--- src/rtl/key_sched_ctrl_if.sv ---
// Handshake bundle between the key-schedule sequencer and the shared GenSubKey
// instance; master is the sequencer side, slave is GenSubKey.
interface key_sched_ctrl_if #(
  parameter int KEY_LEN  = 128,
  parameter int WORD_LEN = 32
);
  logic                sub_valid_in;
  logic [KEY_LEN-1:0]  sub_data_in;
  logic [WORD_LEN-1:0] sub_rcon;
  logic                sub_valid_out;
  logic [KEY_LEN-1:0]  sub_data_out;

  modport master (
    output sub_valid_in,
    output sub_data_in,
    output sub_rcon,
    input  sub_valid_out,
    input  sub_data_out
  );

  modport slave (
    input  sub_valid_in,
    input  sub_data_in,
    input  sub_rcon,
    output sub_valid_out,
    output sub_data_out
  );
endinterface

--- src/rtl/key_sched_ctrl.sv ---
// AES-128 key expansion sequencer: steps one external GenSubKey through rounds
// 1..10 with the matching Rcon and keeps all 11 round keys in a readable bank.
module key_sched_ctrl #(
  parameter int KEY_LEN    = 128,
  parameter int WORD_LEN   = 32,
  parameter int NUM_ROUNDS = 10,
  parameter int TIMEOUT    = 15
) (
  input  logic               clk,
  input  logic               reset,
  input  logic               start,
  input  logic [KEY_LEN-1:0] key_in,
  output logic               busy,
  output logic               done,
  output logic               keys_valid,
  output logic               error,
  input  logic [3:0]         rd_addr,
  output logic [KEY_LEN-1:0] rd_key,
  key_sched_ctrl_if.master   sub
);

  localparam int CNT_W = $clog2(TIMEOUT + 1);

  typedef enum logic [1:0] {IDLE, ISSUE, WAIT} state_t;

  state_t             state;
  logic [3:0]         round;
  logic [7:0]         rc;
  logic [CNT_W-1:0]   wait_cnt;
  logic [KEY_LEN-1:0] prev_key;
  logic [KEY_LEN-1:0] bank [0:NUM_ROUNDS];

  function automatic logic [7:0] xtime(input logic [7:0] b);
    return {b[6:0], 1'b0} ^ (b[7] ? 8'h1B : 8'h00);
  endfunction

  // The previous round key and current Rcon are already registered, so they
  // feed GenSubKey directly and are stable across the whole issue cycle.
  assign sub.sub_data_in = prev_key;
  assign sub.sub_rcon    = {rc, {(WORD_LEN-8){1'b0}}};

  always_ff @(posedge clk or negedge reset) begin
    if (!reset) begin
      state            <= IDLE;
      round            <= '0;
      rc               <= '0;
      wait_cnt         <= '0;
      prev_key         <= '0;
      busy             <= 1'b0;
      done             <= 1'b0;
      keys_valid       <= 1'b0;
      error            <= 1'b0;
      sub.sub_valid_in <= 1'b0;
      for (int i = 0; i <= NUM_ROUNDS; i++) bank[i] <= '0;
    end else begin
      done             <= 1'b0;
      sub.sub_valid_in <= 1'b0;
      case (state)
        IDLE: begin
          if (start) begin
            bank[0]          <= key_in;
            prev_key         <= key_in;
            round            <= 4'd1;
            rc               <= 8'h01;
            keys_valid       <= 1'b0;
            error            <= 1'b0;
            busy             <= 1'b1;
            sub.sub_valid_in <= 1'b1;
            state            <= ISSUE;
          end
        end
        ISSUE: begin
          wait_cnt <= '0;
          state    <= WAIT;
        end
        WAIT: begin
          if (sub.sub_valid_out) begin
            bank[round] <= sub.sub_data_out;
            prev_key    <= sub.sub_data_out;
            if (round == 4'(NUM_ROUNDS)) begin
              done       <= 1'b1;
              keys_valid <= 1'b1;
              busy       <= 1'b0;
              state      <= IDLE;
            end else begin
              round            <= round + 4'd1;
              rc               <= xtime(rc);
              sub.sub_valid_in <= 1'b1;
              state            <= ISSUE;
            end
          end else if (wait_cnt == CNT_W'(TIMEOUT - 1)) begin
            // A stalled GenSubKey abandons the run; keys_valid stays low.
            error <= 1'b1;
            busy  <= 1'b0;
            state <= IDLE;
          end else begin
            wait_cnt <= wait_cnt + 1'b1;
          end
        end
        default: state <= IDLE;
      endcase
    end
  end

  // Reads see the bank before any same-edge write; unused addresses read zero.
  always_ff @(posedge clk or negedge reset) begin
    if (!reset) begin
      rd_key <= '0;
    end else if (rd_addr <= 4'(NUM_ROUNDS)) begin
      rd_key <= bank[rd_addr];
    end else begin
      rd_key <= '0;
    end
  end

endmodule

--- src/flat_wrapper.sv ---
// flat-port wrapper written by rule: the top's interface ports become plain ports
module key_sched_ctrl_flat 
#(
  parameter int KEY_LEN    = 128,
  parameter int WORD_LEN   = 32,
  parameter int NUM_ROUNDS = 10,
  parameter int TIMEOUT    = 15
)
  (clk, reset, start, key_in, busy, done, keys_valid, error, rd_addr, rd_key, sub_sub_valid_in, sub_sub_data_in, sub_sub_rcon, sub_sub_valid_out, sub_sub_data_out);
  key_sched_ctrl_if #(.KEY_LEN(KEY_LEN), .WORD_LEN(WORD_LEN)) sub_i ();
  input  logic clk;
  input  logic reset;
  input  logic start;
  input  logic [KEY_LEN-1:0] key_in;
  output logic busy;
  output logic done;
  output logic keys_valid;
  output logic error;
  input  logic [3:0] rd_addr;
  output logic [KEY_LEN-1:0] rd_key;
  output wire logic [$bits(sub_i.sub_valid_in)-1:0] sub_sub_valid_in;
  output wire logic [$bits(sub_i.sub_data_in)-1:0] sub_sub_data_in;
  output wire logic [$bits(sub_i.sub_rcon)-1:0] sub_sub_rcon;
  input wire logic [$bits(sub_i.sub_valid_out)-1:0] sub_sub_valid_out;
  input wire logic [$bits(sub_i.sub_data_out)-1:0] sub_sub_data_out;
  assign sub_sub_valid_in = sub_i.sub_valid_in;
  assign sub_sub_data_in = sub_i.sub_data_in;
  assign sub_sub_rcon = sub_i.sub_rcon;
  assign sub_i.sub_valid_out = sub_sub_valid_out;
  assign sub_i.sub_data_out = sub_sub_data_out;
  key_sched_ctrl #(.KEY_LEN(KEY_LEN), .WORD_LEN(WORD_LEN), .NUM_ROUNDS(NUM_ROUNDS), .TIMEOUT(TIMEOUT)) u_core (.clk(clk), .reset(reset), .start(start), .key_in(key_in), .busy(busy), .done(done), .keys_valid(keys_valid), .error(error), .rd_addr(rd_addr), .rd_key(rd_key), .sub(sub_i));
endmodule
--- config.mk ---
export PLATFORM = sky130hd
export DESIGN_NAME = key_sched_ctrl_flat
export DESIGN_NICKNAME = d
export VERILOG_FILES = /design/src/rtl/key_sched_ctrl_if.sv /design/src/rtl/key_sched_ctrl.sv /design/src/flat_wrapper.sv
export SDC_FILE = /design/constraint.sdc
export NUM_CORES = 2
export LEC_CHECK = 0
export BUFFER_PORTS_ARGS = -buffer_cell sky130_fd_sc_hd__buf_4
export CAP_MARGIN = 20
export CORE_AREA = 2 2 463 465
export CTS_CLUSTER_DIAMETER = 30
export DETAILED_ROUTE_END_ITERATION = 10
export DIE_AREA = 0 0 465 467
export GPL_TIMING_DRIVEN = 0
export PLACE_DENSITY = 0.49
export SYNTH_ARGS = -nofsm -noshare
export SYNTH_HDL_FRONTEND = slang
export SYNTH_SLANG_ARGS = --single-unit
--- constraint.sdc ---
create_clock -name clk -period 2.1 [get_ports clk]
set_input_delay 0.105 -clock clk [delete_from_list [all_inputs] [get_ports clk]]
set_output_delay 0.105 -clock clk [all_outputs]
set_load 0.05 [all_outputs]
-- After elaboration in Yosys (flattened, before gate mapping)
Index checks and enable logic that the tools add are counted.
- bitwise gates (word level): 3
- equal/unequal tests: 13
- multiplexer cells: 48
- add/sub/neg operators: 2
- reduce and logical (&&, ||, !) cells: 12
- $lt $le $gt $ge: 4
- operator list (cell ; count):
    bitwise mux 1408 bit ; 1
    2-to-1 mux 1408 bit ; 1
    2-to-1 mux 128 bit ; 6
    binary-select mux 128 bit (select 4 bit) ; 1
    demux 128 bit (select 4 bit) ; 1
    one-hot mux 128 bit (2 select lines) ; 2
    2-to-1 mux 8 bit ; 3
    2-to-1 mux 4 bit ; 5
    2-to-1 mux 1 bit ; 16
    one-hot mux 4 bit (2 select lines) ; 2
    one-hot mux 8 bit (2 select lines) ; 1
    AND reduction 4 bit ; 4
    >= comparator 5 bit (second input constant) ; 2
    inequality test 2 bit (second input constant) ; 5
    NOT 4 -> 5 bit ; 2
    adder 4 x 1 -> 4 bit (second input constant) ; 2
    == test 4 bit (second input constant) ; 2
    one-hot mux 1 bit (2 select lines) ; 4
    XOR 8 bit ; 1
    2-to-1 mux 2 bit ; 3
    inequality test 3 x 2 -> 1 bit (second input constant) ; 2
    one-hot mux 2 bit (3 select lines) ; 1
    AND reduction 3 bit ; 2
    < comparator 5 x 1 -> 1 bit (second input constant) ; 1
    other kinds (9) ; 12
- register bits after elaboration: 1687
- output and inout bits: 293
- input port bits: 264
- word-level logic and storage cells: 104

-- Depth between registers and ports, before layout
- depth in word-level cells: 8
- gate-level depth with buffers: 9
- depth with buffers taken out: 6

-- Worst setup path after synthesis
Ideal clock, no wire load.
- path type: reg-to-reg
- from: reg u_core.round[0]
- to: reg u_core.bank[1295] in the netlist's numbering
- path slack: 237 ps
- setup time: 77 ps
- cell stages (with the launch flop): 9
- data required time: 2023 ps
- arrival: 1786 ps
- period minus slack after synthesis: 1863 ps
- buffers on the path: 2
- path through: dfrtp_1 inv_1 ha_1 or3b_1 a211oi_2 buf_2 buf_2 nor2_1 a21oi_1
- longest elaborated chain between the ends: 8
- elaborated cells between the ends (all ways): 9
- classes of those cells: order compare (2); mux (5); bitwise (1); reduce/logical (1)
- RTL lines (element ; RTL line ; text):
    start, declared ; key_sched_ctrl.sv:27 ; logic [3:0] round;
    start signal, assigned ; key_sched_ctrl.sv:86 ; round <= round + 4'd1;
    NOT 4 -> 5 bit (implied by the code) (*) ; key_sched_ctrl.sv:78 ; bank[round] <= sub.sub_data_out;
    >= comparator 5 bit (implied by the code) / < comparator 5 x 1 -> 1 bit (equally long branches) ; key_sched_ctrl.sv:78 ;
    logical AND 1 bit (implied by the code) ; key_sched_ctrl.sv:78 ;
    2-to-1 mux 128 bit (implied by the code) ; key_sched_ctrl.sv:78 ;
    demux 128 bit (select 4 bit) (*) ; key_sched_ctrl.sv:78 ;
    bitwise mux 1408 bit (*) ; key_sched_ctrl.sv:78 ;
    2-to-1 mux 1408 bit (*) ; key_sched_ctrl.sv:77 ; if (sub.sub_valid_out) begin
    one-hot mux 128 bit (2 select lines) (*) ; key_sched_ctrl.sv:58 ; case (state)
    end signal, assigned by index ; key_sched_ctrl.sv:78 ;
    end, declared ; key_sched_ctrl.sv:31 ; logic [KEY_LEN-1:0] bank [0:NUM_ROUNDS];
Mark *: on every way between the ends. The rest lies on a longest branch, timed or not. The select of a mux whose other input is x is not followed.
A chain may end at the register's enable or synchronous reset.

-- Final worst setup path
- from: reg u_core.round[0]
- to: reg u_core.bank[1365] in the netlist's numbering
Same word-level chain as after synthesis.

==> results.md <==
* Pins Over Slew Limit at 0
* Reg2reg setup slack at -0.20 ns
* Number of antenna violations at the first check in global routing at 14
* Number of max-cap violations at 0
* Sequential share of power at 29.7%
* Final RePlAce weighted congestion at ~0.80
* Count of synthesis-stage warnings from yosys at 0
* Worst hold slack after final layout at -0.884 ns
* Proportion of netlist area held by the largest area contributor at 57.2%
* Min Tclk post-route at 2.30 ns
* Internal cell power at 106,000 uW
* Router iterations before antenna repair at 7
* CTS H-tree lvls at 5
* Number of port buffers at 530
* Chip height at 467 um
* Data arrival time of the critical path at 3.12 ns
* Number of buffers created by CTS at roughly 440
* Post-Place Cells at ~8.8k
* Number of failing hold endpoints at the final stage at 436
* Startpoint types: register
* Run status: complete, but fails checks
* Final Cell Area at 109,000 um2
* Clk buf depth at 4
* Dominant cell type by area after synthesis: sky130_fd_sc_hd__dfrtp_1
* Data required time at the worst endpoint at 2.92 ns
* Switching power as a share of total power at 29.7%
* Final cell count without fillers at slightly above 10k
* Fin util at 51.3%
* Die X-Extent at 465 um
* Clk Latency, worst-skew pair at 0.97 ns
* Post-detailed-route count of antenna-violating nets at 0
* RSZ-0062 raised after global routing: yes
* Clock input transition at the sequential cells of the worst setup and hold paths at approximately 0.040 ns
* Number of hold buffers added after cts at roughly 340
* Amount of wire on met3 after detailed routing at 13,300 um
* Final critical-path setup slack at -0.198 ns
* Area of combinational cells with multiple inputs at between 30,000 and 40,000 um2
* P per Cell Area at 1390 nW/um2
* Count of flip-flops with a built-in enable after synthesis at 0
* Number of global-route vias before repair at 54.2k
* Die Outline Area at 217,000 um2
* Synth Flop Type: sky130_fd_sc_hd__dfrtp_1
* Initial standard-cell utilization of the core at 34.9%
* Setup Skew at 0.0797 ns
* Net switching power figure at 44,900 uW
* DRT met1 WL at 117,000 um
* Critical path class: register to register
* Grt ovf at 0
* Sequential cell area at 42,200 um2
* Num rows at around 170
* Length in cells of the worst reg-to-reg path at 11
* Total DRC errors in the routed layout at 0
* Headroom to the max-slew limit at 34.3%
* Commonest cells in the netlist: sky130_fd_sc_hd__dfrtp_1, sky130_fd_sc_hd__mux2_2, sky130_fd_sc_hd__mux2i_1
* Post-DP Area at 81,900 um2
* TritonCTS clock tree: yes
* Share of cells above drive strength 1 at 47.6%
* Cells taking the most area after synthesis: sky130_fd_sc_hd__dfrtp_1, sky130_fd_sc_hd__mux2_2, sky130_fd_sc_hd__mux2i_1
* Area growth from synthesis to layout at 47.2%
* Estimated wirelength of the detail-placed design at between 150,000 and 200,000 um
* Worst voltage drop across the vdd grid at around 1.1 mV
* Actual slew at the worst max-slew pin at around 0.99 ns
* Pin count of the biggest net entering global routing at 178
* Final clock period utilization by the worst path at 109%
* Capturing point of the worst reg2reg path: u_core.bank[1365]
* Sum Neg Setup Slack at -56.47 ns
* Cell with the most instances after synthesis: sky130_fd_sc_hd__dfrtp_1
* Endpoint kind of the worst setup timing path: register
* Synthesized area at 73,800 um2
* Post-synthesis instance total at 5,404
* Pre-CTS setup slack at -1.68 ns
* Average wire length per cell after detail routing at 25.7 um
* Routed vias/inst at 5.10
* Initial drt markers at between 3k and 4k
* Largest fanout of any net on the critical path at 5
* Count of cell types in the netlist at 40
* Max Clock Freq at 0.435 GHz
* Fill cell total of the finished layout at 18.0k
* Post-synthesis register bit count at 1,687
* R2R Path Start: u_core.round[0]
* Seq/Total Area, Yosys at between 50% and 60%
* Total routed wirelength at 260,000 um
* Sink Count at 1,687
* Post-synthesis async set-or-reset flop share at 100%
* Synthesized area per cell at 13.7 um2
* Final setup violating endpoints at ~810
* Met2 Routed Length at 122,000 um
* Logic gate share of total power at 24.0%
* Origin of the worst setup path: u_core.round[0]
* Global routing usage summed across all routing layers at roughly 22%
* Highest Signal Layer: met4
* Root cell of the clock tree: sky130_fd_sc_hd__clkbuf_16
* Violations in the final reports: hold timing, setup timing
* Kind of path behind the tightest hold check: input port to asynchronous set/reset pin
* Clock Power Share at 46.3%
* Placeable core area at about 210,000 um2
* Wire length of the first global-routing pass at 361,000 um
* Leakage power at around 0.051 uW
* Via count at 51.6k
* Number of top-level design ports at 557
* Nets@finish at approximately 7.2k
-- placed cells by master, fill, tap and decap left out, types with 128 or more instances in the layout --
cell type	count
sky130_fd_sc_hd__mux2_4	264
sky130_fd_sc_hd__buf_4	628
sky130_fd_sc_hd__a221oi_1	128
sky130_fd_sc_hd__mux4_2	128
sky130_fd_sc_hd__dfrtp_1	1685
sky130_fd_sc_hd__mux2_2	1015
sky130_fd_sc_hd__clkbuf_16	507
sky130_fd_sc_hd__nor2_1	182
sky130_fd_sc_hd__nand2_1	144
sky130_fd_sc_hd__mux2i_1	453
sky130_fd_sc_hd__clkbuf_1	268
sky130_fd_sc_hd__o21ai_0	388
sky130_fd_sc_hd__buf_12	128
sky130_fd_sc_hd__dlygate4sd3_1	344
sky130_fd_sc_hd__a21oi_1	157
-- power by group through the flow --
| stage | Clock (uW) | Sequential (uW) | Combinational [uW] |
|---|---|---|---|
| after detailed placement | 0 | 44700 | 28500 |
| after floorplan | 0 | 48900 | 13300 |
| after global routing | 73000 | 45700 | 38400 |
| final | 70000 | 44800 | 36300 |
| after CTS | 70900 | 44500 | 34000 |
| after global placement | 0 | 44600 | 27900 |
-- critical path: stages, from the launching register on --
cell                       delay [ns]
sky130_fd_sc_hd__dfrtp_2         0.41
sky130_fd_sc_hd__inv_2           0.09
sky130_fd_sc_hd__ha_4            0.15
sky130_fd_sc_hd__or3b_4          0.39
sky130_fd_sc_hd__a211oi_4        0.28
sky130_fd_sc_hd__buf_12          0.18
sky130_fd_sc_hd__buf_16          0.13
sky130_fd_sc_hd__buf_12          0.13
sky130_fd_sc_hd__buf_12          0.13
sky130_fd_sc_hd__buf_12          0.14
sky130_fd_sc_hd__nor2_4          0.03
sky130_fd_sc_hd__a21oi_2         0.10
-- final cells by class --
type	instances	area share, %
timing repair buffer	1087	10.7
buffer	527	4.07
tap	2821	3.25
clock buffer	578	11.5
inverter	7	0.0242
sequential	1687	38.9
clock inverter	214	2.83
antenna	7	0.0161
multi-input combinational	3194	28.8
-- through the flow --
stage	hold slack (ns)	power [uW]
floorplan	-0.191	62200
global placement	0.437	72600
detailed placement	0.0966	73200
CTS	-0.944	149000
global route	-0.878	157000
finish	-0.884	151000
-- routing by layer --
metal / up-vias / track usage (%)
li1: 22704 / -
met1: 27052 / 30.3
met2: 1421 / 36.0
met3: 414 / 4.19
met4: 0 / 7.56
met5: - / 0
-- flip-flops by register name, indices dropped and copies added (netlist names) --
signal / cells
u_core.bank: 1408
u_core.rd_key: 128
u_core.sub.sub_data_in: 128
u_core.rc: 8
u_core.round: 4
u_core.wait_cnt: 4
u_core.state: 2
u_core.busy: 1
u_core.done: 1
u_core.error: 1
u_core.keys_valid: 1
u_core.sub.sub_valid_in: 1
-- repair_timing --
item | in CTS | in global routing
endpoints found under the hold margin | 1982 | 318
setup endpoints to repair | 1809 | 1577
buffers inserted | 52 | 58
resized for setup | 475 | 771
gates cloned | 31 | 64
pin swaps | 3 | 12
-- cells by family (layout without fill, tap and decap cells) --
group	after synthesis	in the layout	synth area share, %
muxes	1921	1921	30.4
DFF	1687	1687	57.2
AOI/OAI and AO/OA	787	787	6.01
buffers and inverters	546	2413	3.79
and+or+nand+nor	449	449	2.39
xor gates and xnor gates	7	7	0.0831
adders and majority gates	6	6	0.102
other	1	31	0.00508
-- worst max-delay path by stage --
stage | end | slack (ns) | cells after the start
global route | u_core.bank[340] | -0.25 | 7
CTS | u_core.bank[725] | -0.14 | 7
floorplan | u_core.bank[1295] | 0.24 | 8
finish | u_core.bank[1365] | -0.20 | 11
global placement | u_core.rd_key[57] | -20.72 | 1
detailed placement | u_core.sub.sub_data_in[57] | -1.68 | 5
Note: power is estimated with default switching activity, not from simulation.
